`src/rtl/raw_stream_tx.sv`:
```
// Raw-domain video stream transmitter.
// Generates a pixel stream with programmable frame timing and a selectable test pattern.
// Ports:
//   clk, rstn           clock and asynchronous active-low reset
//   en_i                global advance enable; low freezes state, counters and LFSR
//   config_addr_i/data_i/config_en   register write bus (3-bit address, 16-bit data)
//   data_o, valid_o     pixel value and qualifier
//   frame_sync_o        pulse with the first pixel of a frame
//   line_sync_o         pulse with the first pixel of every line
//   frame_done_o        pulse with the last pixel of a frame
//   busy_o              high while the FSM is not idle
module raw_stream_tx #(
  parameter int unsigned DATA_WIDTH = 16,
  parameter int unsigned DEF_WIDTH  = 64,
  parameter int unsigned DEF_HEIGHT = 48,
  parameter int unsigned DEF_HBLANK = 16,
  parameter int unsigned DEF_VBLANK = 8
) (
  input  logic                  clk,
  input  logic                  rstn,
  input  logic                  en_i,
  input  logic [2:0]            config_addr_i,
  input  logic [15:0]           config_data_i,
  input  logic                  config_en,
  output logic [DATA_WIDTH-1:0] data_o,
  output logic                  valid_o,
  output logic                  frame_sync_o,
  output logic                  line_sync_o,
  output logic                  frame_done_o,
  output logic                  busy_o
);

  typedef enum logic [1:0] {StIdle, StActive, StHblank, StVblank} state_e;

  localparam logic [15:0] LfsrInit = 16'hACE1;

  state_e state_q, state_d;

  // Programmable registers
  logic [2:0]  ctrl_q;
  logic [15:0] width_q, height_q, hblank_q, vblank_q, seed_q;

  // Per-frame shadow copies
  logic [15:0] w_sh_q, h_sh_q, hb_sh_q, vb_sh_q, seed_sh_q;
  logic [1:0]  pat_sh_q;

  logic [15:0] x_q, x_d, y_q, y_d, cnt_q, cnt_d, lfsr_q, lfsr_d;

  logic [DATA_WIDTH-1:0] data_q, data_d;
  logic valid_q, valid_d, fs_q, fs_d, ls_q, ls_d, fd_q, fd_d;

  logic        run;
  logic        load;  // frame start: capture shadows, seed the LFSR
  logic        last_x, last_y;
  logic [15:0] pix16;
  logic [15:0] lfsr_step;

  assign run       = ctrl_q[0];
  assign last_x    = (x_q == w_sh_q - 16'd1);
  assign last_y    = (y_q == h_sh_q - 16'd1);
  assign lfsr_step = {lfsr_q[0] ^ lfsr_q[2] ^ lfsr_q[3] ^ lfsr_q[5], lfsr_q[15:1]};

  always_comb begin
    case (pat_sh_q)
      2'd0:    pix16 = x_q;
      2'd1:    pix16 = y_q;
      2'd2:    pix16 = seed_sh_q;
      default: pix16 = lfsr_q;
    endcase
  end

  // Register file: writes are accepted regardless of en_i
  always_ff @(posedge clk or negedge rstn) begin
    if (!rstn) begin
      ctrl_q   <= 3'd0;
      width_q  <= 16'(DEF_WIDTH);
      height_q <= 16'(DEF_HEIGHT);
      hblank_q <= 16'(DEF_HBLANK);
      vblank_q <= 16'(DEF_VBLANK);
      seed_q   <= 16'd0;
    end else if (config_en) begin
      case (config_addr_i)
        3'd0:    ctrl_q   <= config_data_i[2:0];
        3'd1:    width_q  <= config_data_i;
        3'd2:    height_q <= config_data_i;
        3'd3:    hblank_q <= config_data_i;
        3'd4:    vblank_q <= config_data_i;
        3'd5:    seed_q   <= config_data_i;
        default: ;
      endcase
    end
  end

  // Shadows; zero width/height degrade to one
  always_ff @(posedge clk or negedge rstn) begin
    if (!rstn) begin
      w_sh_q    <= 16'd1;
      h_sh_q    <= 16'd1;
      hb_sh_q   <= 16'd0;
      vb_sh_q   <= 16'd0;
      seed_sh_q <= 16'd0;
      pat_sh_q  <= 2'd0;
    end else if (load) begin
      w_sh_q    <= (width_q == 16'd0) ? 16'd1 : width_q;
      h_sh_q    <= (height_q == 16'd0) ? 16'd1 : height_q;
      hb_sh_q   <= hblank_q;
      vb_sh_q   <= vblank_q;
      seed_sh_q <= seed_q;
      pat_sh_q  <= ctrl_q[2:1];
    end
  end

  always_comb begin
    state_d = state_q;
    x_d     = x_q;
    y_d     = y_q;
    cnt_d   = cnt_q;
    lfsr_d  = lfsr_q;
    load    = 1'b0;
    data_d  = data_q;
    valid_d = 1'b0;
    fs_d    = 1'b0;
    ls_d    = 1'b0;
    fd_d    = 1'b0;
    if (en_i) begin
      case (state_q)
        StIdle: begin
          if (run) begin
            state_d = StActive;
            load    = 1'b1;
          end
        end
        StActive: begin
          valid_d = 1'b1;
          data_d  = DATA_WIDTH'(pix16);
          ls_d    = (x_q == 16'd0);
          fs_d    = (x_q == 16'd0) && (y_q == 16'd0);
          fd_d    = last_x && last_y;
          lfsr_d  = lfsr_step;
          if (!last_x) begin
            x_d = x_q + 16'd1;
          end else begin
            x_d   = 16'd0;
            cnt_d = 16'd0;
            if (!last_y) begin
              y_d = y_q + 16'd1;
              if (hb_sh_q != 16'd0) state_d = StHblank;
            end else begin
              y_d = 16'd0;
              if (vb_sh_q != 16'd0) state_d = StVblank;
              else if (run)         load    = 1'b1;  // back-to-back frame
              else                  state_d = StIdle;
            end
          end
        end
        StHblank: begin
          if (cnt_q == hb_sh_q - 16'd1) begin
            cnt_d   = 16'd0;
            state_d = StActive;
          end else begin
            cnt_d = cnt_q + 16'd1;
          end
        end
        StVblank: begin
          if (cnt_q == vb_sh_q - 16'd1) begin
            cnt_d = 16'd0;
            if (run) begin
              state_d = StActive;
              load    = 1'b1;
            end else begin
              state_d = StIdle;
            end
          end else begin
            cnt_d = cnt_q + 16'd1;
          end
        end
        default: state_d = StIdle;
      endcase
      if (load) begin
        x_d    = 16'd0;
        y_d    = 16'd0;
        lfsr_d = (seed_q == 16'd0) ? LfsrInit : seed_q;
      end
    end
  end

  always_ff @(posedge clk or negedge rstn) begin
    if (!rstn) begin
      state_q <= StIdle;
      x_q     <= 16'd0;
      y_q     <= 16'd0;
      cnt_q   <= 16'd0;
      lfsr_q  <= LfsrInit;
      data_q  <= '0;
      valid_q <= 1'b0;
      fs_q    <= 1'b0;
      ls_q    <= 1'b0;
      fd_q    <= 1'b0;
    end else begin
      state_q <= state_d;
      x_q     <= x_d;
      y_q     <= y_d;
      cnt_q   <= cnt_d;
      lfsr_q  <= lfsr_d;
      data_q  <= data_d;
      valid_q <= valid_d;
      fs_q    <= fs_d;
      ls_q    <= ls_d;
      fd_q    <= fd_d;
    end
  end

  assign data_o       = data_q;
  assign valid_o      = valid_q;
  assign frame_sync_o = fs_q;
  assign line_sync_o  = ls_q;
  assign frame_done_o = fd_q;
  assign busy_o       = (state_q != StIdle);

endmodule

```
`config.mk`:
```
export PLATFORM = sky130hd
export DESIGN_NAME = raw_stream_tx
export DESIGN_NICKNAME = d
export VERILOG_FILES = /design/src/rtl/raw_stream_tx.sv
export SDC_FILE = /design/constraint.sdc
export NUM_CORES = 1
export LEC_CHECK = 0
export CAP_MARGIN = 25
export CORE_ASPECT_RATIO = 1.1
export CORE_MARGIN = 2
export CORE_UTILIZATION = 45
export DETAILED_ROUTE_END_ITERATION = 10
export PLACE_DENSITY = 0.69
export SLEW_MARGIN = 20
export SYNTH_ARGS = -nofsm -noshare
export SYNTH_HDL_FRONTEND = slang
export SYNTH_SLANG_ARGS = --single-unit
```
`constraint.sdc`:
```
create_clock -name clk -period 3.4 [get_ports clk]
set_clock_uncertainty 0.1 [all_clocks]
set_input_delay 0.51 -clock clk [delete_from_list [all_inputs] [get_ports clk]]
set_output_delay 0.51 -clock clk [all_outputs]
set_load 0.01 [all_outputs]
```
==> run metrics <==
vias in the first global route=approximately 10000; Cells after Synth=about 1200; unique cell type count in the Yosys netlist=between 60 and 70; Pins Over Slew Limit=0; synthesized cell area=between 10000 and 15000 um2; final worst slack=-113.6 ps; Clk pwr share=roughly 30%; Post-Route WL=about 38000 um; Mapped Nets=1245; worst-skew pair later-pin latency=between 500 and 600 ps; met2 usage=around two fifths; VDD IR max=around 0.00044 V; Final Cycle Share=103.3%; worst path required time=around 3700 ps; Num CTS Buffers=27; layout cells sized above 1=34.11%; Buf+Inv Stages, Crit Path=3; drt drc=0; utilization after layout=55.86%; slowest cell delay on critical path=580 ps; Avg Synthesized Cell Area=between 10 and 15 um2; Final Setup Violations=63; initial antenna violation count=2; Seq/Total Area, Yosys=~46%; initial core utilization=roughly 45%; measured slew at the worst slew-check pin=between 900 and 1000 ps; part of the power in registers=roughly two fifths; core area=roughly 30000 um2; GRT Overall Usage=around a quarter; Setup crit start kind=flop; CTS root buf=clkbuf_16; Die X-Extent=about 170 um; Sw Share=between 30% and 40%; #FFs+latches synth=between 200 and 300; most frequent cells in the layout=dfrtp_1 (234), buf_4 (111), mux2_2 (100); remaining global-route overflow=0; failing checks=negative setup slack; GR Util met3=about 3.6%; DR iter-0 viols=831; first-pass GRT wire length=between 50000 and 60000 um; Syn-to-layout area delta=23.07%; row cnt=67; GP Congestion=roughly 0.90; clock slew at reported path FFs=approximately 60 ps; crit path max fanout=9; Yosys Warn Count=0; crit path kind=reg -> reg; Leak=between 0.007 and 0.008 uW; Logic pwr share=28.6%; Antenna Diode Count=0; GR Util met1=between 30 and 40%; fmax=about 280 MHz; status=finished, violations left; Crit path arrival time=roughly 3800 ps; Detailed Place HPWL=approximately 26000 um; Max-slew headroom=between 30% and 40%; Setup crit end kind=flop; Post-synth EDFFs=0; H-tree levels=1; CTS tree=done; total die area=31940 um2; commonest non-fill, non-tap cell in the layout=dfrtp_1; critical path's top delay family=simple AND/OR/NAND/NOR gates; drt pass-1 iters=8; Switch Pwr=a little over 3000 uW; Die Ht=187.2 um; post-synthesis async set-or-reset flop share=100.0%; Vias=roughly 11000; MaxCap Viol Count=0; clk sinks=251; pwr/cell area=between 500 and 600 nW/um2; unrepaired setup endpoints after global routing=true; total power=9759 uW; IO Pins=between 40 and 50; minimum clock period=roughly 3500 ps; Fin. Hold Viols=0; Post-DRT Antenna Nets=0; worst hold path type=reg -> reg; Int Power=about 6700 uW; Slowest cell on crit path=or4_4; via/cell ratio=5.940; clock buffer depth=3; NumNets Final=approximately 1400; Wirelength per Cell=roughly 21 um; largest net degree at the start of global routing=around 70; gr busiest metal=met2; Port Buffers=43; CP Cell Sequence=or4_4, buf_4, nor4_1, o21ai_0, o211ai_1, nor4b_4, nand4_1, o21ai_4, nand2_8, buf_6, clkbuf_16, mux2_4; Primary FF master, synth=dfrtp_1
[power groups by stage]
stage / Clock (uW) / Sequential, uW / Combinational (uW)
3_5_place_dp: 0 / 4070 / 2530
3_3_place_gp: 0 / 4040 / 2470
5_1_grt: 3080 / 4110 / 3050
2_1_floorplan: 0 / 3880 / 1730
6_report: 2920 / 4050 / 2800
4_1_cts: 2960 / 4020 / 2600
[timing repair]
action / 4_1_cts / 5_1_grt
setup endpoints to repair: 113 / 140
buffers inserted: 0 / 13
gates cloned: 0 / 7
hold buffers: 1 / 0
pin swaps: 2 / 19
hold endpoints to repair: 59 / 0
gates resized for setup: 11 / 69
[metal layers]
| layer | up-vias | wire (um) |
|---|---|---|
| met2 | 389 | 18350 |
| met5 | - | 0 |
| met1 | 5348 | 16510 |
| li1 | 4770 | - |
| met3 | 84 | 2253 |
| met4 | 0 | 1162 |
[final cells by class]
| class | instances | area, um2 |
|---|---|---|
| flip-flops and latches | 251 | 6302 |
| repair buffers | 178 | 1689 |
| clock inverters | 12 | 118.9 |
| well taps | 414 | 518.0 |
| multi-input cells | 865 | 7426 |
| clock buffers | 37 | 753.2 |
| inverters | 26 | 97.59 |
| fillers | 2483 | 13360 |
[through the flow]
stage	cells	cell area, um2	worst slack (ps)	setup TNS [ps]	hold slack [ps]
CTS	1763	16330	10.34	0	403.7
floorplan	1212	13830	-158.1	-12390	114.4
global route	1783	16910	-190.8	-11410	417.9
global placement	1713	15390	-62.90	-365.7	382.5
finish	1783	16910	-113.6	-4583	401.4
detailed placement	1713	15390	-88.60	-3513	388.5
[kinds of logic after synthesis]
kind of cell | share of synthesized area (%)
compound gates | 9.410
xor+xnor | 5.074
fa+ha+maj | 0.9109
buf+inv | 3.106
flops | 45.86
mux | 20.44
simple gates | 15.19
[cells in the mapped netlist (5+ instances only)]
library cell / number / area (um2)
or3b_2: 6 / 52.55
inv_1: 26 / 97.59
nor3b_1: 12 / 90.09
or4_1: 14 / 105.1
o211ai_1: 9 / 67.56
nand2_1: 58 / 217.7
or2_2: 7 / 43.79
mux2_2: 100 / 1126
and2_1: 7 / 43.79
nand4b_1: 8 / 70.07
nor4_1: 32 / 200.2
a31oi_1: 12 / 75.07
mux4_2: 16 / 360.4
xnor2_1: 57 / 499.2
nor2b_1: 15 / 93.84
buf_6: 8 / 90.09
nor3_1: 22 / 110.1
dfrtp_1: 236 / 5906
mux2_4: 78 / 1171
buf_2: 5 / 25.02
nand4_1: 23 / 143.9
dfstp_2: 15 / 394.1
clkbuf_1: 49 / 183.9
o22ai_1: 5 / 31.28
buf_1: 8 / 30.03
nor2_1: 66 / 247.7
a21oi_1: 30 / 150.1
ha_1: 10 / 125.1
a41oi_1: 5 / 43.79
xor2_1: 20 / 175.2
mux2i_1: 15 / 150.1
a311oi_1: 10 / 87.58
o31ai_1: 22 / 165.2
o21ai_0: 66 / 330.3
nor4b_1: 5 / 43.79
and3_1: 25 / 156.4
or3_1: 8 / 50.05
nand3_1: 23 / 115.1
nand2b_1: 17 / 106.4
[worst paths after layout]
path | depth (start not counted) | from | slack, ps | to
setup / recovery | 12 | h_sh_q[5]$_DFFE_PN0P_ | -110 | w_sh_q[9]$_DFFE_PN0P_
hold / removal | 1 | hblank_q[9]$_DFFE_PN0P_ | 400 | hb_sh_q[9]$_DFFE_PN0P_
setup reg to reg | 12 | h_sh_q[5]$_DFFE_PN0P_ | -110 | w_sh_q[9]$_DFFE_PN0P_
hold reg to reg | 1 | hblank_q[9]$_DFFE_PN0P_ | 400 | hb_sh_q[9]$_DFFE_PN0P_
max in group asynchronous | 3 | rstn | 1920 | width_q[6]$_DFFE_PN1P_
min in group asynchronous | 2 | rstn | 430 | x_q[6]$_DFFE_PN0P_
No activity file was read; power rests on OpenSTA's default activity.
